### src/rtl/alu_issue_if.sv
// Purpose: bundles the instruction, ALU, writeback, status and debug signals of alu_issue.
// Latency: none, wiring only.
// Backpressure: instruction side is valid/ready; the ALU side is a valid strobe with no ready.
// Ports (seen from the slave = alu_issue):
//   i_instr_valid/o_instr_ready/i_instr  instruction offer and accept
//   o_alu_op/o_alu_operand0/1            ALU request (steady during EXECUTE)
//   i_alu_valid/i_alu_result             ALU response
//   o_wb_valid/o_wb_rd/o_wb_data         one-cycle writeback strobe
//   o_illegal/o_fault                    one-cycle status pulses
//   i_dbg_addr/o_dbg_data                combinational register-file read
interface alu_issue_if;
  logic        i_instr_valid;
  logic        o_instr_ready;
  logic [31:0] i_instr;
  logic [2:0]  o_alu_op;
  logic [31:0] o_alu_operand0;
  logic [31:0] o_alu_operand1;
  logic        i_alu_valid;
  logic [31:0] i_alu_result;
  logic        o_wb_valid;
  logic [4:0]  o_wb_rd;
  logic [31:0] o_wb_data;
  logic        o_illegal;
  logic        o_fault;
  logic [4:0]  i_dbg_addr;
  logic [31:0] o_dbg_data;

  modport slave (
    input  i_instr_valid, i_instr, i_alu_valid, i_alu_result, i_dbg_addr,
    output o_instr_ready, o_alu_op, o_alu_operand0, o_alu_operand1,
           o_wb_valid, o_wb_rd, o_wb_data, o_illegal, o_fault, o_dbg_data
  );

  modport master (
    output i_instr_valid, i_instr, i_alu_valid, i_alu_result, i_dbg_addr,
    input  o_instr_ready, o_alu_op, o_alu_operand0, o_alu_operand1,
           o_wb_valid, o_wb_rd, o_wb_data, o_illegal, o_fault, o_dbg_data
  );
endinterface

### src/rtl/alu_issue.sv
// Purpose: single-issue RV32I ALU sequencer (ADD/SUB/XOR/AND/SRA and immediates) with a 32x32 register file.
// Latency: accept on edge N, DECODE N+1, EXECUTE N+2 (or longer while the ALU stalls), WRITEBACK N+3, ready N+4.
// Backpressure: o_instr_ready only in IDLE; ALU stalls are tolerated up to TIMEOUT EXECUTE cycles, then o_fault.
// Ports: i_clk, i_rst_n (async active-low) plus the alu_issue_if slave modport (see rtl/alu_issue_if.sv).
module alu_issue #(
  parameter int TIMEOUT = 7  // 1..15 EXECUTE cycles without i_alu_valid before faulting
) (
  input  logic        i_clk,
  input  logic        i_rst_n,
  alu_issue_if.slave  bus
);

  localparam logic [2:0] OP_IDLE = 3'b000;
  localparam logic [2:0] OP_ADD  = 3'b001;
  localparam logic [2:0] OP_SUB  = 3'b010;
  localparam logic [2:0] OP_XOR  = 3'b011;
  localparam logic [2:0] OP_AND  = 3'b100;
  localparam logic [2:0] OP_SRA  = 3'b101;

  localparam logic [6:0] OPC_R = 7'b0110011;
  localparam logic [6:0] OPC_I = 7'b0010011;

  localparam logic [3:0] WAIT_LAST = 4'(TIMEOUT - 1);

  typedef enum logic [1:0] {
    S_IDLE      = 2'd0,
    S_DECODE    = 2'd1,
    S_EXECUTE   = 2'd2,
    S_WRITEBACK = 2'd3
  } state_t;

  state_t      r_state;
  state_t      w_next;

  logic [31:0] r_instr;
  logic [2:0]  r_alu_op;
  logic [31:0] r_op0;
  logic [31:0] r_op1;
  logic [3:0]  r_wait_cnt;
  logic        r_wb_valid;
  logic [4:0]  r_wb_rd;
  logic [31:0] r_wb_data;
  logic        r_illegal;
  logic        r_fault;
  logic [31:0] r_rf [32];

  // instruction fields
  logic [6:0]  w_opcode;
  logic [4:0]  w_rd;
  logic [2:0]  w_funct3;
  logic [4:0]  w_rs1;
  logic [4:0]  w_rs2;
  logic [6:0]  w_funct7;
  logic [31:0] w_rs1_val;
  logic [31:0] w_rs2_val;
  logic [31:0] w_imm;

  logic        w_dec_legal;
  logic [2:0]  w_dec_op;
  logic [31:0] w_dec_op1;

  logic        w_accept;
  logic        w_timeout;

  assign w_opcode = r_instr[6:0];
  assign w_rd     = r_instr[11:7];
  assign w_funct3 = r_instr[14:12];
  assign w_rs1    = r_instr[19:15];
  assign w_rs2    = r_instr[24:20];
  assign w_funct7 = r_instr[31:25];

  // x0 is never written, so r_rf[0] always holds zero
  assign w_rs1_val = r_rf[w_rs1];
  assign w_rs2_val = r_rf[w_rs2];
  assign w_imm     = {{20{r_instr[31]}}, r_instr[31:20]};

  // Ready is forced low while reset is held, even though the state already reads IDLE.
  assign bus.o_instr_ready = (r_state == S_IDLE) && i_rst_n;
  assign w_accept          = bus.i_instr_valid && bus.o_instr_ready;
  assign w_timeout         = (r_wait_cnt == WAIT_LAST);

  // ALU request is only visible during EXECUTE so the ALU sees a clean idle bus otherwise.
  assign bus.o_alu_op       = (r_state == S_EXECUTE) ? r_alu_op : OP_IDLE;
  assign bus.o_alu_operand0 = (r_state == S_EXECUTE) ? r_op0 : 32'd0;
  assign bus.o_alu_operand1 = (r_state == S_EXECUTE) ? r_op1 : 32'd0;

  assign bus.o_wb_valid = r_wb_valid;
  assign bus.o_wb_rd    = r_wb_rd;
  assign bus.o_wb_data  = r_wb_data;
  assign bus.o_illegal  = r_illegal;
  assign bus.o_fault    = r_fault;

  // Debug read sees the array directly, so a register being written shows its old value until the edge.
  assign bus.o_dbg_data = (bus.i_dbg_addr == 5'd0) ? 32'd0 : r_rf[bus.i_dbg_addr];

  // Decoder: works on the latched instruction, only consumed in DECODE.
  always_comb begin
    w_dec_legal = 1'b0;
    w_dec_op    = OP_IDLE;
    w_dec_op1   = w_rs2_val;
    case (w_opcode)
      OPC_R: begin
        w_dec_op1 = w_rs2_val;
        case ({w_funct7, w_funct3})
          10'b0000000_000: begin w_dec_legal = 1'b1; w_dec_op = OP_ADD; end
          10'b0100000_000: begin w_dec_legal = 1'b1; w_dec_op = OP_SUB; end
          10'b0000000_100: begin w_dec_legal = 1'b1; w_dec_op = OP_XOR; end
          10'b0000000_111: begin w_dec_legal = 1'b1; w_dec_op = OP_AND; end
          10'b0100000_101: begin
            w_dec_legal = 1'b1;
            w_dec_op    = OP_SRA;
            w_dec_op1   = {27'd0, w_rs2_val[4:0]};
          end
          default: ;
        endcase
      end
      OPC_I: begin
        w_dec_op1 = w_imm;
        case (w_funct3)
          3'b000: begin w_dec_legal = 1'b1; w_dec_op = OP_ADD; end
          3'b100: begin w_dec_legal = 1'b1; w_dec_op = OP_XOR; end
          3'b111: begin w_dec_legal = 1'b1; w_dec_op = OP_AND; end
          3'b101: begin
            if (w_funct7 == 7'b0100000) begin
              w_dec_legal = 1'b1;
              w_dec_op    = OP_SRA;
              w_dec_op1   = {27'd0, r_instr[24:20]};
            end
          end
          default: ;
        endcase
      end
      default: ;
    endcase
  end

  // FSM state register
  always_ff @(posedge i_clk or negedge i_rst_n) begin
    if (!i_rst_n) begin
      r_state <= S_IDLE;
    end else begin
      r_state <= w_next;
    end
  end

  // FSM next state
  always_comb begin
    w_next = r_state;
    case (r_state)
      S_IDLE: begin
        if (w_accept) w_next = S_DECODE;
      end
      S_DECODE: begin
        w_next = w_dec_legal ? S_EXECUTE : S_IDLE;
      end
      S_EXECUTE: begin
        if (bus.i_alu_valid)  w_next = S_WRITEBACK;
        else if (w_timeout)   w_next = S_IDLE;
      end
      S_WRITEBACK: begin
        w_next = S_IDLE;
      end
      default: w_next = S_IDLE;
    endcase
  end

  // Datapath, pulses and register file
  always_ff @(posedge i_clk or negedge i_rst_n) begin
    if (!i_rst_n) begin
      r_instr    <= '0;
      r_alu_op   <= OP_IDLE;
      r_op0      <= '0;
      r_op1      <= '0;
      r_wait_cnt <= '0;
      r_wb_valid <= 1'b0;
      r_wb_rd    <= '0;
      r_wb_data  <= '0;
      r_illegal  <= 1'b0;
      r_fault    <= 1'b0;
      for (int i = 0; i < 32; i++) r_rf[i] <= '0;
    end else begin
      // pulses last exactly one cycle unless re-armed below
      r_wb_valid <= 1'b0;
      r_illegal  <= 1'b0;
      r_fault    <= 1'b0;
      case (r_state)
        S_IDLE: begin
          if (w_accept) r_instr <= bus.i_instr;
        end
        S_DECODE: begin
          if (w_dec_legal) begin
            r_alu_op   <= w_dec_op;
            r_op0      <= w_rs1_val;
            r_op1      <= w_dec_op1;
            r_wait_cnt <= '0;
          end else begin
            r_illegal <= 1'b1;
          end
        end
        S_EXECUTE: begin
          if (bus.i_alu_valid) begin
            r_wb_valid <= 1'b1;
            r_wb_rd    <= w_rd;
            r_wb_data  <= bus.i_alu_result;
          end else if (w_timeout) begin
            r_fault <= 1'b1;
          end else begin
            r_wait_cnt <= r_wait_cnt + 4'd1;
          end
        end
        S_WRITEBACK: begin
          if (r_wb_rd != 5'd0) r_rf[r_wb_rd] <= r_wb_data;
        end
        default: ;
      endcase
    end
  end

endmodule
### src/flat_wrapper.sv
// flat-port wrapper written by rule: the top's interface ports become plain ports
module alu_issue_flat 
#(
  parameter int TIMEOUT = 7                                                             
)
  (i_clk, i_rst_n, bus_i_instr_valid, bus_i_instr, bus_i_alu_valid, bus_i_alu_result, bus_i_dbg_addr, bus_o_instr_ready, bus_o_alu_op, bus_o_alu_operand0, bus_o_alu_operand1, bus_o_wb_valid, bus_o_wb_rd, bus_o_wb_data, bus_o_illegal, bus_o_fault, bus_o_dbg_data);
  alu_issue_if bus_i ();
  input  logic i_clk;
  input  logic i_rst_n;
  input wire logic [$bits(bus_i.i_instr_valid)-1:0] bus_i_instr_valid;
  input wire logic [$bits(bus_i.i_instr)-1:0] bus_i_instr;
  input wire logic [$bits(bus_i.i_alu_valid)-1:0] bus_i_alu_valid;
  input wire logic [$bits(bus_i.i_alu_result)-1:0] bus_i_alu_result;
  input wire logic [$bits(bus_i.i_dbg_addr)-1:0] bus_i_dbg_addr;
  output wire logic [$bits(bus_i.o_instr_ready)-1:0] bus_o_instr_ready;
  output wire logic [$bits(bus_i.o_alu_op)-1:0] bus_o_alu_op;
  output wire logic [$bits(bus_i.o_alu_operand0)-1:0] bus_o_alu_operand0;
  output wire logic [$bits(bus_i.o_alu_operand1)-1:0] bus_o_alu_operand1;
  output wire logic [$bits(bus_i.o_wb_valid)-1:0] bus_o_wb_valid;
  output wire logic [$bits(bus_i.o_wb_rd)-1:0] bus_o_wb_rd;
  output wire logic [$bits(bus_i.o_wb_data)-1:0] bus_o_wb_data;
  output wire logic [$bits(bus_i.o_illegal)-1:0] bus_o_illegal;
  output wire logic [$bits(bus_i.o_fault)-1:0] bus_o_fault;
  output wire logic [$bits(bus_i.o_dbg_data)-1:0] bus_o_dbg_data;
  assign bus_i.i_instr_valid = bus_i_instr_valid;
  assign bus_i.i_instr = bus_i_instr;
  assign bus_i.i_alu_valid = bus_i_alu_valid;
  assign bus_i.i_alu_result = bus_i_alu_result;
  assign bus_i.i_dbg_addr = bus_i_dbg_addr;
  assign bus_o_instr_ready = bus_i.o_instr_ready;
  assign bus_o_alu_op = bus_i.o_alu_op;
  assign bus_o_alu_operand0 = bus_i.o_alu_operand0;
  assign bus_o_alu_operand1 = bus_i.o_alu_operand1;
  assign bus_o_wb_valid = bus_i.o_wb_valid;
  assign bus_o_wb_rd = bus_i.o_wb_rd;
  assign bus_o_wb_data = bus_i.o_wb_data;
  assign bus_o_illegal = bus_i.o_illegal;
  assign bus_o_fault = bus_i.o_fault;
  assign bus_o_dbg_data = bus_i.o_dbg_data;
  alu_issue #(.TIMEOUT(TIMEOUT)) u_core (.i_clk(i_clk), .i_rst_n(i_rst_n), .bus(bus_i));
endmodule
### config.mk
export PLATFORM = sky130hd
export DESIGN_NAME = alu_issue_flat
export DESIGN_NICKNAME = d
export VERILOG_FILES = /design/src/rtl/alu_issue_if.sv /design/src/rtl/alu_issue.sv /design/src/flat_wrapper.sv
export SDC_FILE = /design/constraint.sdc
export NUM_CORES = 2
export LEC_CHECK = 0
export CAP_MARGIN = 20
export CORE_MARGIN = 2
export CORE_UTILIZATION = 45
export CTS_CLUSTER_SIZE = 30
export DETAILED_ROUTE_END_ITERATION = 10
export GPL_ROUTABILITY_DRIVEN = 0
export HOLD_SLACK_MARGIN = 0.08
export SLEW_MARGIN = 0
export SYNTH_ARGS = -nofsm -noshare
export SYNTH_HDL_FRONTEND = slang
export SYNTH_SLANG_ARGS = --single-unit
### constraint.sdc
create_clock -name i_clk -period 3.29 [get_ports i_clk]
set_clock_uncertainty 0.15 [all_clocks]
set_input_delay 0.658 -clock i_clk [delete_from_list [all_inputs] [get_ports i_clk]]
set_output_delay 0.658 -clock i_clk [all_outputs]
set_load 0.05 [all_outputs]
---- After elaboration in Yosys (flattened, before gate mapping) ----
Cells that the tools add are included.
W data, S select, Z words.
storage, ports and cells
  register bits after elaboration ......... 1169
  input port bits ......................... 73
cells by class
  $add $sub $neg .......................... 1
  $lt $le $gt $ge ......................... 5
  equality and inequality tests ........... 19
  multiplexer cells ....................... 44
  bitwise operators ....................... 4
  reduce and logical (&&, ||, !) cells .... 17
operators with widths
  cell                   count
  $bwmux W1024           1
  $bmux W32 S5           3
  $mux W32               13
  $demux W32 S5          1
  $pmux W32 S2           1
  $ge A6 B6 Y1 const B   4
  $not A5 Y6             4
  $eq A10 B3 Y1 const B  2
  $eq A10 B9 Y1 const B  2
  $pmux W3 S5            1
  $eq A7 B6 Y1 const B   2
  $mux W4                3
  $pmux W3 S4            1
  $logic_not A10 Y1      1
  $reduce_and A2 Y1      5
  $eq A3 B3 Y1 const B   3
  $mux W1                9
  $mux W2                4
  $pmux W2 S4            1
  $pmux W4 S2            1
  $eq A7 B5 Y1 const B   1
  $lt A6 B1 Y1 const B   1
  $mux W3                2
  $pmux W3 S2            1
  other kinds (17)       23

---- Depth between registers and ports, before layout ----
  depth after elaboration ................. 6
  depth in mapped cells ................... 10

---- Worst setup path after synthesis ----
OpenSTA, ideal clock, no wires.
  path kind ............................... in2out
  start point ............................. input bus_i_dbg_addr[0]
  end point ............................... output bus_o_dbg_data[10]
  data arrival time ....................... 2.712 ns
  data required time ...................... 2.482 ns
  slack ................................... -0.230 ns
  stages .................................. 7
  cell sequence ........................... clkbuf_1 buf_2 buf_2 mux4_2 mux4_2 mux2i_1 nor2_1
on the way
  longest elaborated chain between the ends .. 5
  elaborated cells on any way between the ends .. 6
  those cells by class .................... 4 x mux; 1 x bitwise; 1 x reduce/logical
RTL lines
  element                                       RTL line            text
  from (decl)                                   flat_wrapper.sv:14  input wire logic [$bits(bus_i.i_dbg_addr)-1:0] bus_i_dbg_addr;
  $not A5 Y6 (not written as such)              alu_issue.sv:94     assign bus.o_dbg_data = (bus.i_dbg_addr == 5'd0) ? 32'd0 : r_rf[bus.i_dbg_addr];
  $bmux W32 S5                                  alu_issue.sv:94
  $mux W32 (not written as such) (2 in series)  alu_issue.sv:94
  $mux W32 (*)                                  alu_issue.sv:94
  to (decl)                                     flat_wrapper.sv:24  output wire logic [$bits(bus_i.o_dbg_data)-1:0] bus_o_dbg_data;
Mark *: on every way between the ends. The rest lies on a longest branch, timed or not. The select of a mux whose other input is x is not followed.

---- Worst setup path after layout ----
  start point ............................. register u_core.r_rf[908] in the netlist's numbering
  end point ............................... output bus_o_dbg_data[12]
on the way
  longest elaborated chain between the ends .. 4
RTL lines
  element                                       RTL line          text
  from (decl)                                   alu_issue.sv:45   logic [31:0] r_rf [32];
  from (signal, indexed assignment)             alu_issue.sv:212  if (r_wb_rd != 5'd0) r_rf[r_wb_rd] <= r_wb_data;
  $bmux W32 S5                                  alu_issue.sv:94
  $mux W32 (not written as such) (2 in series)  alu_issue.sv:94
  $mux W32                                      alu_issue.sv:94
No other way between the ends. The select of a mux whose other input is x is not followed.

==> impl_metrics.py <==
metrics = {
    "critical_path": {
        "cp.arrival_ns": 2.77,
        "cp-end-kind": "primary output",
        "cp_slowest_cell": "mux4_2",
        "crit_chain": "mux4_2, mux4_2, mux2i_2, buf_4, nor2_4, buf_8",
        "critPathMaxFanout": 4,
        "crit_path_start_kind": "register",
        "reg2reg_depth": 6,
        "critPathLaunch": "u_core.r_rf[908]",
        "max_stage_delay_ns": 0.50,
        "critPathRequiredTime_ns": 2.48,
        "crit_top_cell": "mux4_2",
        "worstSetupPathType": "register to primary output",
        "worstReg2RegEnd": "u_core.r_op1[9]",
        "reg2reg_slack_ns": 0.01,
        "crit-reg2reg-launch": "u_core.r_instr[21]",
    },
    "routing": {
        "final_antenna_net_count": 0,
        "drt_first_iter_violations": 4631,
        "dr.pass1.iters": 7,
        "wl_per_cell_um": 33.7,
        "num_vias": 45400,
        "routed_wl_mm": 230,
        "route.detailed.drc": 0,
        "vias_per_cell": 6.65,
    },
    "yosys": {
        "netlist_area_um2": 68300,
        "synthAdderAreaFrac_pct": 0.0367,
        "yosysSeqAreaShare_pct": 42.8,
        "synth_top_family_by_area": "multiplexers",
        "synth-compound-area-share_pct": 2.42,
        "postSynthAreaPerCell_um2": 15.6,
        "yosysTopAreaCellShare_pct": 42.8,
        "synthTopCellsByArea": "dfrtp_1 43%, mux4_2 29%, mux2_2 17%",
        "syn_nets": 4453,
        "syn_inst": 4378,
        "synth-edff-count": 0,
        "yosys_warnings": 0,
        "ys_types": 59,
        "synth.ff_latch_count": 1169,
        "synthSimpleGateAreaFrac_pct": 2.52,
        "muxShareOfSynthArea_pct": 48.8,
        "async_flop_share_pct": 100,
        "synth_top_cell_by_area": "dfrtp_1",
        "synth_xor_area_share_pct": 0.0257,
        "synth_flop_cell": "dfrtp_1",
    },
    "placed_design": {
        "hpwl_mm": 136,
        "io_buffers": 212,
        "place_ws_ns": -0.492,
    },
    "sta": {
        "setup_viol": 32,
        "slew_headroom_pct": 23.1,
        "drv_slew": 0,
        "clock.fmax_mhz": 280,
        "fin_crit_sh_pct": 109,
        "hold_viol": 0,
        "whs_ns": 0.265,
        "rsz0062_at_grt": "yes",
        "fin_ws_ns": -0.287,
        "fin_crit_ns": 3.58,
        "worst_slew_pin_slew_ns": 1.15,
    },
    "floorplanning": {
        "rows": 142,
        "io_pins": 213,
        "die_h_um": 394,
        "die_w_um": 394,
        "start_util_pct": 45.4,
        "core_area_um2": 150000,
        "die_area_um2": 155000,
    },
    "min_path": {
        "hold-path-endpoint": "u_core.r_rf[999]",
        "min_from": "u_core.r_rf[999]",
        "hold_class": "register to register",
        "holdPathStages": 0,
    },
    "global_route": {
        "grt_max_degree": 165,
        "track_usage_pct": 29.9,
        "grt_pass1_wl_mm": 339,
        "overflow": 0,
        "antenna_found_initial": 4,
        "grt_pass1_vias": 46300,
    },
    "status": {
        "violations": "negative setup slack",
        "status": "finished with violations",
    },
    "job": {
        "maxCapViolations": 0,
    },
    "clock_network": {
        "htree_levels": 4,
        "clkTransAtPathRegs_ns": 0.06,
        "cts_tree": "built",
        "clock-sinks": 1169,
        "cts_root_buf": "clkbuf_16",
        "worstSkewPairLatency_ns": 0.79,
        "cts_buffer_depth": 3,
        "cts_buffers": 138,
    },
    "cells_and_area": {
        "final_cell_mix": "1159 x dfrtp_1, 1061 x mux2_2, 875 x mux4_2",
        "nFillCells": 12100,
        "insertedDiodeCount": 0,
        "drive_above_1_share_pct": 59.6,
        "layout-area-overhead-vs-synth_pct": 20.2,
        "nets": 4786,
        "layout_commonest_cell": "dfrtp_1",
    },
    "power": {
        "finalPower_w": 0.0413,
        "p_leak_nw": 36.4,
        "ir_worst_vdd_mv": 0.697,
        "power_density_nw_per_um2": 503,
    },
}
worst max-delay path by stage:
| stage | to |
|---|---|
| 2_1_floorplan | bus_o_dbg_data[1] |
| 3_3_place_gp | bus_o_dbg_data[7] |
| 3_5_place_dp | bus_o_dbg_data[7] |
| 4_1_cts | bus_o_dbg_data[12] |
| 5_1_grt | bus_o_dbg_data[30] |
| 6_report | bus_o_dbg_data[12] |
layer usage:
layer  global-route usage [%]  part of all wire (%)
met3                     7.30                   8.8
met1                     42.9                    42
met2                     45.1                    46
met4                     9.26                   3.3
met5                        0                0.0056
worst max-delay path, delay by kind of cell, from the launching register on:
| family | cells | cell delay [ns] |
|---|---|---|
| AND/OR/NAND/NOR | 1 | 0.05 |
| multiplexers | 3 | 1.19 |
| flip-flops | 1 | 0.42 |
| buffers and inverters | 2 | 0.33 |
final cells by class:
| class | count | area, µm² | share of cell area, % |
|---|---|---|---|
| flip-flops and latches | 1169 | 29300 | 35.7 |
| well taps | 2016 | 2520 | 3.07 |
| clock buffers | 195 | 4080 | 4.97 |
| clock inverters | 52 | 722 | 0.880 |
| inverters | 7 | 26.3 | 0.0320 |
| multi-input cells | 2687 | 37300 | 45.5 |
| repair buffers | 708 | 8110 | 9.88 |
flip-flops by register name, summed over array words and instances (netlist names):
register               count
u_core.bus.o_wb_rd         5
u_core.r_op0              32
u_core.bus.o_wb_data      32
u_core.r_state             2
u_core.r_op1              32
u_core.r_rf             1024
u_core.r_instr            32
u_core.r_wait_cnt          4
u_core.r_alu_op            3
u_core.bus.o_fault         1
u_core.bus.o_wb_valid      1
u_core.bus.o_illegal       1
Yosys cell counts (all sizes together), types with 2 or more instances:
library cell	instances
nand2b	7
and2	71
nand4	5
a21oi	44
nand2	38
a22oi	11
nor2	112
clkbuf	271
nor3	9
ha	2
xor2	2
mux4	875
nand3b	5
nor3b	4
a22o	28
or3	2
o41ai	2
o31ai	2
buf	243
nand3	8
a31oi	54
o22ai	4
nor2b	56
o21ai	57
mux2i	166
o22a	20
or2	4
mux2	1064
inv	6
a2111oi	3
a31o	2
or4	4
a221oi	12
nor4	4
dfrtp	1169
power by group:
group	total (W)	leakage (nW)	internal [W]	switching, W
logic	0.00952	17.8	0.00356	0.00596
clock network	0.0164	2.36	0.00990	0.00646
registers	0.0154	16.2	0.0148	0.000605
total	0.0413	36.4	0.0283	0.0130
cells by family after synthesis:
kind of cell,count (synthesis)
fa+ha+maj,2
xor+xnor,2
mux,2105
simple gates,332
flops,1169
buf+inv,522
compound gates,246
stage by stage:
stage	utilization, %	setup TNS, ns	instances	area [µm²]
finish	54.6	-5.53	6834	82100
global route	54.6	-7.68	6834	82100
CTS	54.4	-6.64	6801	81700
detailed placement	50.2	-10.78	6413	75400
global placement	50.2	-10.56	6413	75400
floorplan	-	-1.52	4378	68400
timing repair:
item                                    in CTS  in global routing
gates cloned                                 6                  0
buffers inserted                           135                 33
pin swaps                                    1                  2
hold endpoints to repair                    87                  0
endpoints found under the setup margin      39                 46
resized for setup                           81                 16
hold buffers                                 1                  0
(Power assumes the default switching activity.)
